===== src/rtl/eight_bit_machine.sv =====
// eight_bit_machine: multi-cycle 8-bit CPU plus 256x8 unified instruction/data RAM.
// Optional build macro MACHINE_ILLEGAL_HALT_EN: when defined, unlisted opcodes halt
// the machine like HLT; otherwise they execute as 3-cycle NOPs.

module eight_bit_machine_ram (
  input  logic       i_clk,
  input  logic [7:0] i_addr,
  input  logic       i_we,
  input  logic [7:0] i_wdata,
  output logic [7:0] o_rdata
);
  logic [7:0] mem [0:255];
  logic [7:0] r_rdata;

  // Synchronous write; registered read gives one cycle of read latency.
  always_ff @(posedge i_clk) begin
    if (i_we) mem[i_addr] <= i_wdata;
    r_rdata <= mem[i_addr];
  end

  assign o_rdata = r_rdata;
endmodule

module eight_bit_machine_regs (
  input  logic       i_clk,
  input  logic       i_rst_n,
  input  logic       i_we,
  input  logic [2:0] i_waddr,
  input  logic [7:0] i_wdata,
  input  logic [2:0] i_raddr,
  output logic [7:0] o_rdata,
  output logic [7:0] o_rega
);
  logic [7:0] rega, regb, regc, regd, rege, regf, regg, regt;

  // Single write port; index 7 is the T register.
  always_ff @(posedge i_clk or negedge i_rst_n) begin
    if (!i_rst_n) begin
      rega <= 8'h00; regb <= 8'h00; regc <= 8'h00; regd <= 8'h00;
      rege <= 8'h00; regf <= 8'h00; regg <= 8'h00; regt <= 8'h00;
    end else if (i_we) begin
      case (i_waddr)
        3'd0:    rega <= i_wdata;
        3'd1:    regb <= i_wdata;
        3'd2:    regc <= i_wdata;
        3'd3:    regd <= i_wdata;
        3'd4:    rege <= i_wdata;
        3'd5:    regf <= i_wdata;
        3'd6:    regg <= i_wdata;
        default: regt <= i_wdata;
      endcase
    end
  end

  // Asynchronous read port selected by the instruction's source field.
  always_comb begin
    o_rdata = rega;
    case (i_raddr)
      3'd0:    o_rdata = rega;
      3'd1:    o_rdata = regb;
      3'd2:    o_rdata = regc;
      3'd3:    o_rdata = regd;
      3'd4:    o_rdata = rege;
      3'd5:    o_rdata = regf;
      3'd6:    o_rdata = regg;
      default: o_rdata = regt;
    endcase
  end

  assign o_rega = rega;
endmodule

module eight_bit_machine_cpu (
  input  logic       i_clk,
  input  logic       i_rst_n,
  input  logic [7:0] i_rdata,
  output logic [7:0] o_addr,
  output logic       o_we,
  output logic [7:0] o_wdata,
  output logic       halted,
  output logic [7:0] o_pc
);
  typedef enum logic [2:0] {
    StFetch, StDecode, StOpFetch, StOpLatch, StMemRd, StExec, StHalt
  } state_e;

  state_e     r_state, w_state_next;
  logic [7:0] r_pc, r_ir, r_operand;
  logic       r_flag_z, r_flag_c, r_halted;

  logic [7:0] w_src, w_rega, w_alu_res, w_reg_wdata;
  logic       w_alu_c, w_reg_we, w_taken, w_halt_now;
  logic [2:0] w_reg_waddr;
  logic       w_ldi, w_ld, w_st, w_mov, w_alu, w_jump, w_hlt;

  // Opcodes that carry an operand byte: LDI/LD/ST and JMP/Jcc.
  function automatic logic f_two_byte(input logic [7:0] op);
    return ((op[7:5] == 3'b000) && (op[4:3] != 2'b00)) ||
           ((op[7:3] == 5'b11000) && (op[2:0] <= 3'd4));
  endfunction

  assign w_ldi  = (r_ir[7:3] == 5'b00001);
  assign w_ld   = (r_ir[7:3] == 5'b00010);
  assign w_st   = (r_ir[7:3] == 5'b00011);
  assign w_mov  = (r_ir[7:6] == 2'b01);
  assign w_alu  = (r_ir[7:6] == 2'b10);
  assign w_jump = (r_ir[7:3] == 5'b11000) && (r_ir[2:0] <= 3'd4);
  assign w_hlt  = (r_ir == 8'h01);

`ifdef MACHINE_ILLEGAL_HALT_EN
  logic w_illegal;
  assign w_illegal  = !(w_ldi || w_ld || w_st || w_mov || w_alu || w_jump || w_hlt ||
                        (r_ir == 8'h00));
  assign w_halt_now = w_hlt || w_illegal;
`else
  assign w_halt_now = w_hlt;
`endif

  eight_bit_machine_regs m_registers (
    .i_clk   (i_clk),
    .i_rst_n (i_rst_n),
    .i_we    (w_reg_we),
    .i_waddr (w_reg_waddr),
    .i_wdata (w_reg_wdata),
    .i_raddr (r_ir[2:0]),
    .o_rdata (w_src),
    .o_rega  (w_rega)
  );

  // ALU on A with the selected source; C is carry, borrow or shifted-out bit.
  always_comb begin
    w_alu_res = w_rega;
    w_alu_c   = 1'b0;
    case (r_ir[5:3])
      3'd0:       {w_alu_c, w_alu_res} = {1'b0, w_rega} + {1'b0, w_src};
      3'd1, 3'd5: begin
        w_alu_res = w_rega - w_src;
        w_alu_c   = (w_rega < w_src);
      end
      3'd2:       w_alu_res = w_rega & w_src;
      3'd3:       w_alu_res = w_rega | w_src;
      3'd4:       w_alu_res = w_rega ^ w_src;
      3'd6:       begin
        w_alu_res = {w_rega[6:0], 1'b0};
        w_alu_c   = w_rega[7];
      end
      default:    begin
        w_alu_res = {1'b0, w_rega[7:1]};
        w_alu_c   = w_rega[0];
      end
    endcase
  end

  // Branch condition: JMP, JZ, JNZ, JC, JNC.
  always_comb begin
    w_taken = 1'b0;
    case (r_ir[2:0])
      3'd0:    w_taken = 1'b1;
      3'd1:    w_taken = r_flag_z;
      3'd2:    w_taken = !r_flag_z;
      3'd3:    w_taken = r_flag_c;
      3'd4:    w_taken = !r_flag_c;
      default: w_taken = 1'b0;
    endcase
  end

  // FSM state register.
  always_ff @(posedge i_clk or negedge i_rst_n) begin
    if (!i_rst_n) r_state <= StFetch;
    else          r_state <= w_state_next;
  end

  // FSM next state; the opcode is still on the RAM read port during DECODE.
  always_comb begin
    w_state_next = r_state;
    case (r_state)
      StFetch:   w_state_next = StDecode;
      StDecode:  w_state_next = f_two_byte(i_rdata) ? StOpFetch : StExec;
      StOpFetch: w_state_next = StOpLatch;
      StOpLatch: w_state_next = w_ld ? StMemRd : StExec;
      StMemRd:   w_state_next = StExec;
      StExec:    w_state_next = w_halt_now ? StHalt : StFetch;
      default:   w_state_next = StHalt;
    endcase
  end

  // FSM outputs: RAM address/write strobe and register-file write port.
  always_comb begin
    o_addr      = r_pc;
    o_we        = 1'b0;
    o_wdata     = w_src;
    w_reg_we    = 1'b0;
    w_reg_waddr = r_ir[2:0];
    w_reg_wdata = r_operand;
    case (r_state)
      StMemRd: o_addr = r_operand;
      StExec: begin
        if (w_st) begin
          o_addr = r_operand;
          o_we   = 1'b1;
        end
        if (w_ldi) w_reg_we = 1'b1;
        if (w_ld) begin
          w_reg_we    = 1'b1;
          w_reg_wdata = i_rdata;
        end
        if (w_mov) begin
          w_reg_we    = 1'b1;
          w_reg_waddr = r_ir[5:3];
          w_reg_wdata = w_src;
        end
        // CMP only updates flags.
        if (w_alu && (r_ir[5:3] != 3'd5)) begin
          w_reg_we    = 1'b1;
          w_reg_waddr = 3'd0;
          w_reg_wdata = w_alu_res;
        end
      end
      default: ;
    endcase
  end

  // PC, IR, operand, flags and halt flag.
  always_ff @(posedge i_clk or negedge i_rst_n) begin
    if (!i_rst_n) begin
      r_pc      <= 8'h00;
      r_ir      <= 8'h00;
      r_operand <= 8'h00;
      r_flag_z  <= 1'b0;
      r_flag_c  <= 1'b0;
      r_halted  <= 1'b0;
    end else begin
      case (r_state)
        StDecode: begin
          r_ir <= i_rdata;
          r_pc <= r_pc + 8'd1;
        end
        StOpLatch: begin
          r_operand <= i_rdata;
          r_pc      <= r_pc + 8'd1;
        end
        StExec: begin
          if (w_alu) begin
            r_flag_z <= (w_alu_res == 8'h00);
            r_flag_c <= w_alu_c;
          end
          if (w_jump && w_taken) r_pc <= r_operand;
          if (w_halt_now) r_halted <= 1'b1;
        end
        default: ;
      endcase
    end
  end

  assign halted = r_halted;
  assign o_pc   = r_pc;
endmodule

module eight_bit_machine (
  input  logic       clk,
  input  logic       reset,
  output logic       halted,
  output logic [7:0] dbg_pc
);
  logic [7:0] w_addr, w_wdata, w_rdata;
  logic       w_we;

  eight_bit_machine_ram m_ram (
    .i_clk   (clk),
    .i_addr  (w_addr),
    .i_we    (w_we),
    .i_wdata (w_wdata),
    .o_rdata (w_rdata)
  );

  eight_bit_machine_cpu m_cpu (
    .i_clk   (clk),
    .i_rst_n (reset),
    .i_rdata (w_rdata),
    .o_addr  (w_addr),
    .o_we    (w_we),
    .o_wdata (w_wdata),
    .halted  (halted),
    .o_pc    (dbg_pc)
  );
endmodule


===== config.mk =====
export PLATFORM = sky130hd
export DESIGN_NAME = eight_bit_machine
export DESIGN_NICKNAME = d
export VERILOG_FILES = /design/src/rtl/eight_bit_machine.sv
export SDC_FILE = /design/constraint.sdc
export NUM_CORES = 2
export LEC_CHECK = 0
export CORE_MARGIN = 5
export CORE_UTILIZATION = 37
export CTS_CLUSTER_DIAMETER = 40
export CTS_CLUSTER_SIZE = 24
export DETAILED_ROUTE_END_ITERATION = 6
export GPL_ROUTABILITY_DRIVEN = 0
export PLACE_DENSITY = 0.55
export SLEW_MARGIN = 10
export SYNTH_ARGS = -nofsm -noshare
export SYNTH_HDL_FRONTEND = slang
export SYNTH_HIERARCHICAL = 1
export SYNTH_SLANG_ARGS = --single-unit

===== constraint.sdc =====
create_clock -name clk -period 21.2 [get_ports clk]
set_clock_uncertainty 0.1 [all_clocks]
set_input_delay 4.24 -clock clk [delete_from_list [all_inputs] [get_ports clk]]
set_output_delay 4.24 -clock clk [all_outputs]
set_load 0.02 [all_outputs]

# --- Word-level counts from Yosys, hierarchy flattened ---
# Memory sizes are Yosys's and may differ from the RTL's. A register that Yosys moved wholly into a read port is not among the register bits.
# Index checks and enable logic that the tools add are counted.
totals:
  reg_bits: 94
  ramBits: 2048
  inputBits: 2
  output_inout_bits: 9
  word_cells: 118
  memories: 1
memory_table:
  columns: ["memory", "depth", "width", "read_ports", "rd_ports_with_merged_regs", "write_ports", "line_no", "source"]
  rows:
  - ["m_ram.mem", 256, 8, 1, 1, 1, "12", "logic [7:0] mem [0:255];"]
classes:
  n_addsub: 3
  magnitude_cmp: 3
  eq_ne: 33
  mux: 28
  n_bitwise: 4
  n_reduce_logical: 31
ops:
  columns: ["op", "n"]
  rows:
  - ["8-bit case mux with 7 select lines", 1]
  - ["8-bit 2-to-1 mux", 6]
  - ["8-bit case mux with 6 select lines", 1]
  - ["3-bit == test (second input constant)", 11]
  - ["8-bit case mux with 2 select lines", 2]
  - ["3-bit by 2-bit == test with 1-bit output (second input constant)", 8]
  - ["2-bit AND reduction", 11]
  - ["3-bit case mux with 6 select lines", 1]
  - ["3-bit zero test", 5]
  - ["3-bit 2-to-1 mux", 5]
  - ["3-bit by 1-bit == test with 1-bit output (second input constant)", 4]
  - ["5-bit by 2-bit == test with 1-bit output (second input constant)", 2]
  - ["5-bit == test (second input constant)", 2]
  - ["1-bit 2-to-1 mux", 10]
  - ["8-bit by 8-bit adder with 9-bit output", 1]
  - ["8-bit by 1-bit adder with 8-bit output (second input constant)", 1]
  - ["8-bit AND", 1]
  - ["8-bit by 1-bit == test with 1-bit output (second input constant)", 1]
  - ["8-bit zero test", 1]
  - ["8-bit < comparator", 1]
  - ["8-bit bitwise OR", 1]
  - ["8-bit subtractor", 1]
  - ["8-bit bitwise XOR", 1]
  - ["7-bit OR reduction", 1]
  - ["other kinds (15)", 23]

# --- Longest topological paths before layout ---
depth:
  depth_word: 8
  mapped_depth: 18
  ltp_nobuf: 16

# --- Cells and area by module ---
# The synthesis kept the hierarchy.
by_module_without_submodules:
  columns: ["module", "n_inst", "cells_each", "area_each_um2", "seq_area_each_um2"]
  rows:
  - ["eight_bit_machine_ram", 1, 3547, 78492.8, 61659.1]
  - ["eight_bit_machine_cpu", 1, 395, 3210.6, 750.7]
  - ["eight_bit_machine_regs", 1, 217, 2959.1, 1601.5]

# --- Worst setup path before layout ---
# Ideal clock, no wire load.
synth_timing:
  path_type: "reg-to-reg"
  from: "reg m_cpu.r_ir[0]"
  to: "reg m_cpu.m_registers.rega[7] (netlist: m_cpu/m_registers/o_rega[7])"
  setup_ns: 0.066
  arrival_time_ns: 13.883
  required_time_ns: 21.034
  setup_slack_ns: 7.151
  stages_incl_launch_ff: 12
  n_path_buf: 2
  synth_period_minus_slack_ns: 14.049
  path_cell_list: "dfrtp_1 > buf_4 > buf_2 > nand3_1 > nor2_1 > a211oi_1 > inv_1 > ha_1 > xnor2_1 > o211ai_1 > a31oi_1 > mux2_2"
synth_between:
  elab_chain_cells: 6
  word_cells_on_any_way: 22
  cone_classes: "add/sub (2); eq/ne (6); mux (8); bitwise (3); reduce/logical (3)"
synth_lines:
  columns: ["item", "line_no", "source"]
  rows:
  - ["start, declared", "88", "logic [7:0] r_pc, r_ir, r_operand;"]
  - ["start signal, assigned", "235", "r_ir <= i_rdata;"]
  - ["3-bit == test (tied with other cells)", "58", "case (i_raddr)"]
  - ["8-bit case mux with 7 select lines *", "58", null]
  - ["via w_wdata[7]", "265", "logic [7:0] w_addr, w_wdata, w_rdata;"]
  - ["8-bit subtractor (tied with other cells)", "137", "w_alu_res = w_rega - w_src;"]
  - ["8-bit case mux with 6 select lines", "134", "case (r_ir[5:3])"]
  - ["8-bit 2-to-1 mux *", "213", "if (w_alu && (r_ir[5:3] != 3'd5)) begin"]
  - ["8-bit 2-to-1 mux *", "195", "case (r_state)"]
  - ["via m_cpu.w_reg_wdata[7]", "91", "logic [7:0] w_src, w_rega, w_alu_res, w_reg_wdata;"]
  - ["end signal, assigned", "43", "3'd0: rega <= i_wdata;"]
  - ["end, declared", "34", "logic [7:0] rega, regb, regc, regd, rege, regf, regg, regt;"]
# The timed path passes the listed nets; every way through them passes the cells marked *.
# A chain may end at the register's enable or synchronous reset.

# --- Worst setup path after layout ---
layout_timing:
  from: "reg m_cpu.r_ir[5]"
  to: "reg m_ram.r_rdata[2] (netlist: m_ram/o_rdata[2]), read port of m_ram.mem"
layout_between:
  elab_chain_cells: 3
layout_lines:
  columns: ["item", "line_no", "source"]
  rows:
  - ["5-bit by 2-bit == test with 1-bit output", "104", "assign w_st = (r_ir[7:3] == 5'b00011);"]
  - ["8-bit 2-to-1 mux", "198", "if (w_st) begin"]
  - ["8-bit case mux with 2 select lines", "195", null]
  - ["via w_addr[1]", "265", null]
  - ["end, declared", "13", "logic [7:0] r_rdata;"]
# The timed path passes the listed nets, and every way through them passes these cells.

==> impl_results.md <==
- Outcome: finished, final reports clean
- Dominant cell type by area after synthesis: edfxtp_1
- FMAX: 147 MHz
- Cell count of the worst reg-to-reg path: 16
- Post-synth EDFFs: 2048
- CTS H-tree depth: 5
- CP Capture Type: register
- Clk root buf: clkbuf_16
- WL/cell: 28.9 um
- MaxCap Viol Count: 0
- Setup violators final: 0
- Synth Flop Type: edfxtp_1
- Comb pwr share: 0
- Delay-heaviest family, CP: buffers and inverters
- Maximum vdd drop: 79.4 uV
- Io pins: 11
- Switching part of the total: 0.205
- Clock group share of total power: 0.530
- Max Slew Vio Count: 0
- Hold depth: 1
- Rows: 175
- Dpl hpwl: 126 mm
- Die extent in x: 488 um
- Required time worst endpoint: 21.85 ns
- Synthesized area: 0.0847 mm2
- Total GRT Usage: 0.183
- Starting Density: 0.372
- Library cells used by synthesis: 78
- Vias in the first global route: 43700
- RSZ-0062 raised after global routing: no
- Crit start category: register
- Mapped Nets: 4189
- Ratio of cells with drive above 1 in the final layout: 0.282
- Sequential-to-total area share from yosys stat: 0.756
- Cell area after layout: 0.0990 mm2
- Ys async rst share: 0.0437
- # DRC: 0
- Synth top area share: 0.726
- P_leak: 25.7 nW
- Part of the power in registers: 0.470
- Core area: 0.227 mm2
- CP max-delay cell: dfrtp_1
- Power Total: 0.00975 W
- ANT nets after route: 0
- Clock latency on the worst-skew pair: 0.91 ns
- Slew HR: 0.100
- CTS tree: yes
- Most frequent cell after synthesis: edfxtp_1
- Slew @ Worst Pin: 1.33 ns
- # hold bufs at CTS: 0
- Inserted Clock Buffers: 311
- Post-synth top cells: edfxtp_1 (2048), mux4_2 (514), nor2_1 (283), a22oi_1 (263), a21oi_1 (163)
- Hold Crit Class: register to register
- Critical path arrival: 7.46 ns
- Setup TNS: 0 ns
- Total grt overflow: 0
- Synth top area cells: edfxtp_1 (73%), mux4_2 (14%), dfrtp_1 (2.8%)
- Pint: 0.00775 W
- Final hold violations: 0
- Synth-to-Final Area Change: 16.9%
- Crit-path cells: nor3_2 -> nand3_1 -> nand2_1 -> nand2_1 -> nand2_1 -> o21ai_4 -> buf_12 -> buf_12 -> buf_12 -> buf_4 -> mux4_2 -> a22oi_1 -> a21oi_1 -> o41ai_1 -> buf_4 -> nand4_1
- Crit Path Category: register to register
- Cts repair resizes: 0
- Critical path peak fanout: 116
- Final worst-path cycle share: 0.321
- DIE AREA: 0.238 mm2
- First-pass iteration count of the detailed router: 5
- Number of port buffers: 10
- CP bufs+invs: 5
- Worst setup margin: 14.39 ns
- #FFs+latches synth: 2150
- Place WS: 14.13 ns
- CP Depth: 16
- Critical path's largest stage delay: 0.90 ns
- First-pass GRT wire length: 318 mm
- Filler cells: 19300
- CTS Buffer Depth: 4
- Syn_area_per_cell: 20.4 um2
- Initial antenna violation count: 5
- Net load switching power: 0.00200 W
- Post-Route WL: 220 mm
- Mapped Cells: 4159
- Violation count after the first detailed-routing iteration: 4483
- Worst-path clk slew: 0.06 ns
- Dpl cell area: 0.0885 mm2
- DR vias: 42900
- Largest net degree at the start of global routing: 202
- Die height: 488 um
- PD cells: 98.6 mW/mm2
- Synth Warn #: 6
- Vias per inst: 5.65
- Tmin final: 6.81 ns
- Final nets: 4367
- # Post-CTS Setup Buffers: 0
- Num Clock Sinks: 2150
==> final cells by class <==
type	instances	area (um2)	share of cell area
flip-flops and latches	2150	64000	0.647
multi-input cells	1715	19400	0.196
clock buffers	338	8090	0.0817
well taps	3009	3760	0.0380
clock inverters	214	2420	0.0245
repair buffers	129	1140	0.0115
inverters	30	113	0.00114
diodes	1	2.50	0.0000253
==> placed cells by master (no fill, tap or decap), types with 29 or more instances in the layout <==
cell type	Yosys	final
mux2_2	88	87
nor3_1	36	36
a21oi_1	163	163
inv_6	0	52
edfxtp_1	2048	2048
nor2_1	283	280
buf_4	23	108
nand2_1	75	75
o41ai_1	32	30
dfrtp_1	94	94
mux4_2	514	514
a22oi_1	263	263
inv_1	29	29
clkbuf_16	0	320
clkinvlp_4	0	33
==> power groups by stage <==
stage                     sequential (W)  combinational (W)  clock (W)
after floorplan                  0.00467      0.00000000518          0
after global placement           0.00467         0.00000418          0
after detailed placement         0.00467         0.00000418          0
after CTS                        0.00458         0.00000419    0.00527
after global routing             0.00458         0.00000469    0.00546
final                            0.00458         0.00000385    0.00517
==> sequential cells by signal, indices dropped and copies added, names as in the netlist <==
signal / count
m_cpu/m_registers/regc: 8
m_ram/o_rdata: 8
m_cpu/m_registers/rege: 8
m_cpu/m_registers/regb: 8
m_ram/mem: 2048
m_cpu/r_flag_z: 1
m_cpu/halted: 1
m_cpu/r_flag_c: 1
m_cpu/r_state: 3
m_cpu/r_operand: 8
m_cpu/o_pc: 8
m_cpu/m_registers/regd: 8
m_cpu/m_registers/o_rega: 8
m_cpu/m_registers/regt: 8
m_cpu/r_ir: 8
m_cpu/m_registers/regg: 8
m_cpu/m_registers/regf: 8
==> metrics by stage <==
stage	hold WS (ns)	util	std cells
after floorplan	0.373	-	4159
after global placement	0.369	0.389	7033
after detailed placement	0.382	0.389	7033
after CTS	0.394	0.435	7585
after global routing	0.406	0.435	7585
final	0.377	0.435	7586
==> worst paths after layout <==
check / startpoint / end / slack (ns)
setup / recovery: m_cpu/r_ir[5] / m_ram/o_rdata[2] / 14.39
hold / removal: m_cpu/halted / m_cpu/halted / 0.38
setup reg to reg: m_cpu/r_ir[5] / m_ram/o_rdata[2] / 14.39
hold reg to reg: m_cpu/halted / m_cpu/halted / 0.38
max in group asynchronous: reset / m_cpu/m_registers/regb[7] / 16.57
min in group asynchronous: reset / m_cpu/halted / 3.14
==> worst reg2reg max path: stages, from the launching register on <==
cell	delay, ns
dfrtp_1	0.90
nor3_2	0.16
nand3_1	0.14
nand2_1	0.08
nand2_1	0.37
nand2_1	0.18
o21ai_4	0.11
buf_12	0.46
buf_12	0.64
buf_12	0.74
buf_4	0.75
mux4_2	0.47
a22oi_1	0.33
a21oi_1	0.23
o41ai_1	0.68
buf_4	0.23
nand4_1	0.08
==> layer usage <==
layer	track usage	vias to the layer above	wire length, um
li1	-	17800	-
met1	0.261	23000	94000
met2	0.288	1644	104000
met3	0.0321	371	15200
met4	0.0566	2	6250
met5	0	-	9
==> kinds of logic after synthesis <==
kind of cell / share of synthesized area
AOI/OAI and AO/OA: 0.0468
xor gates and xnor gates: 0.000414
adders and majority gates: 0.00432
buffers and inverters: 0.0164
DFF: 0.756
muxes: 0.149
and+or+nand+nor: 0.0266
Power figures use the tool's default switching activity.
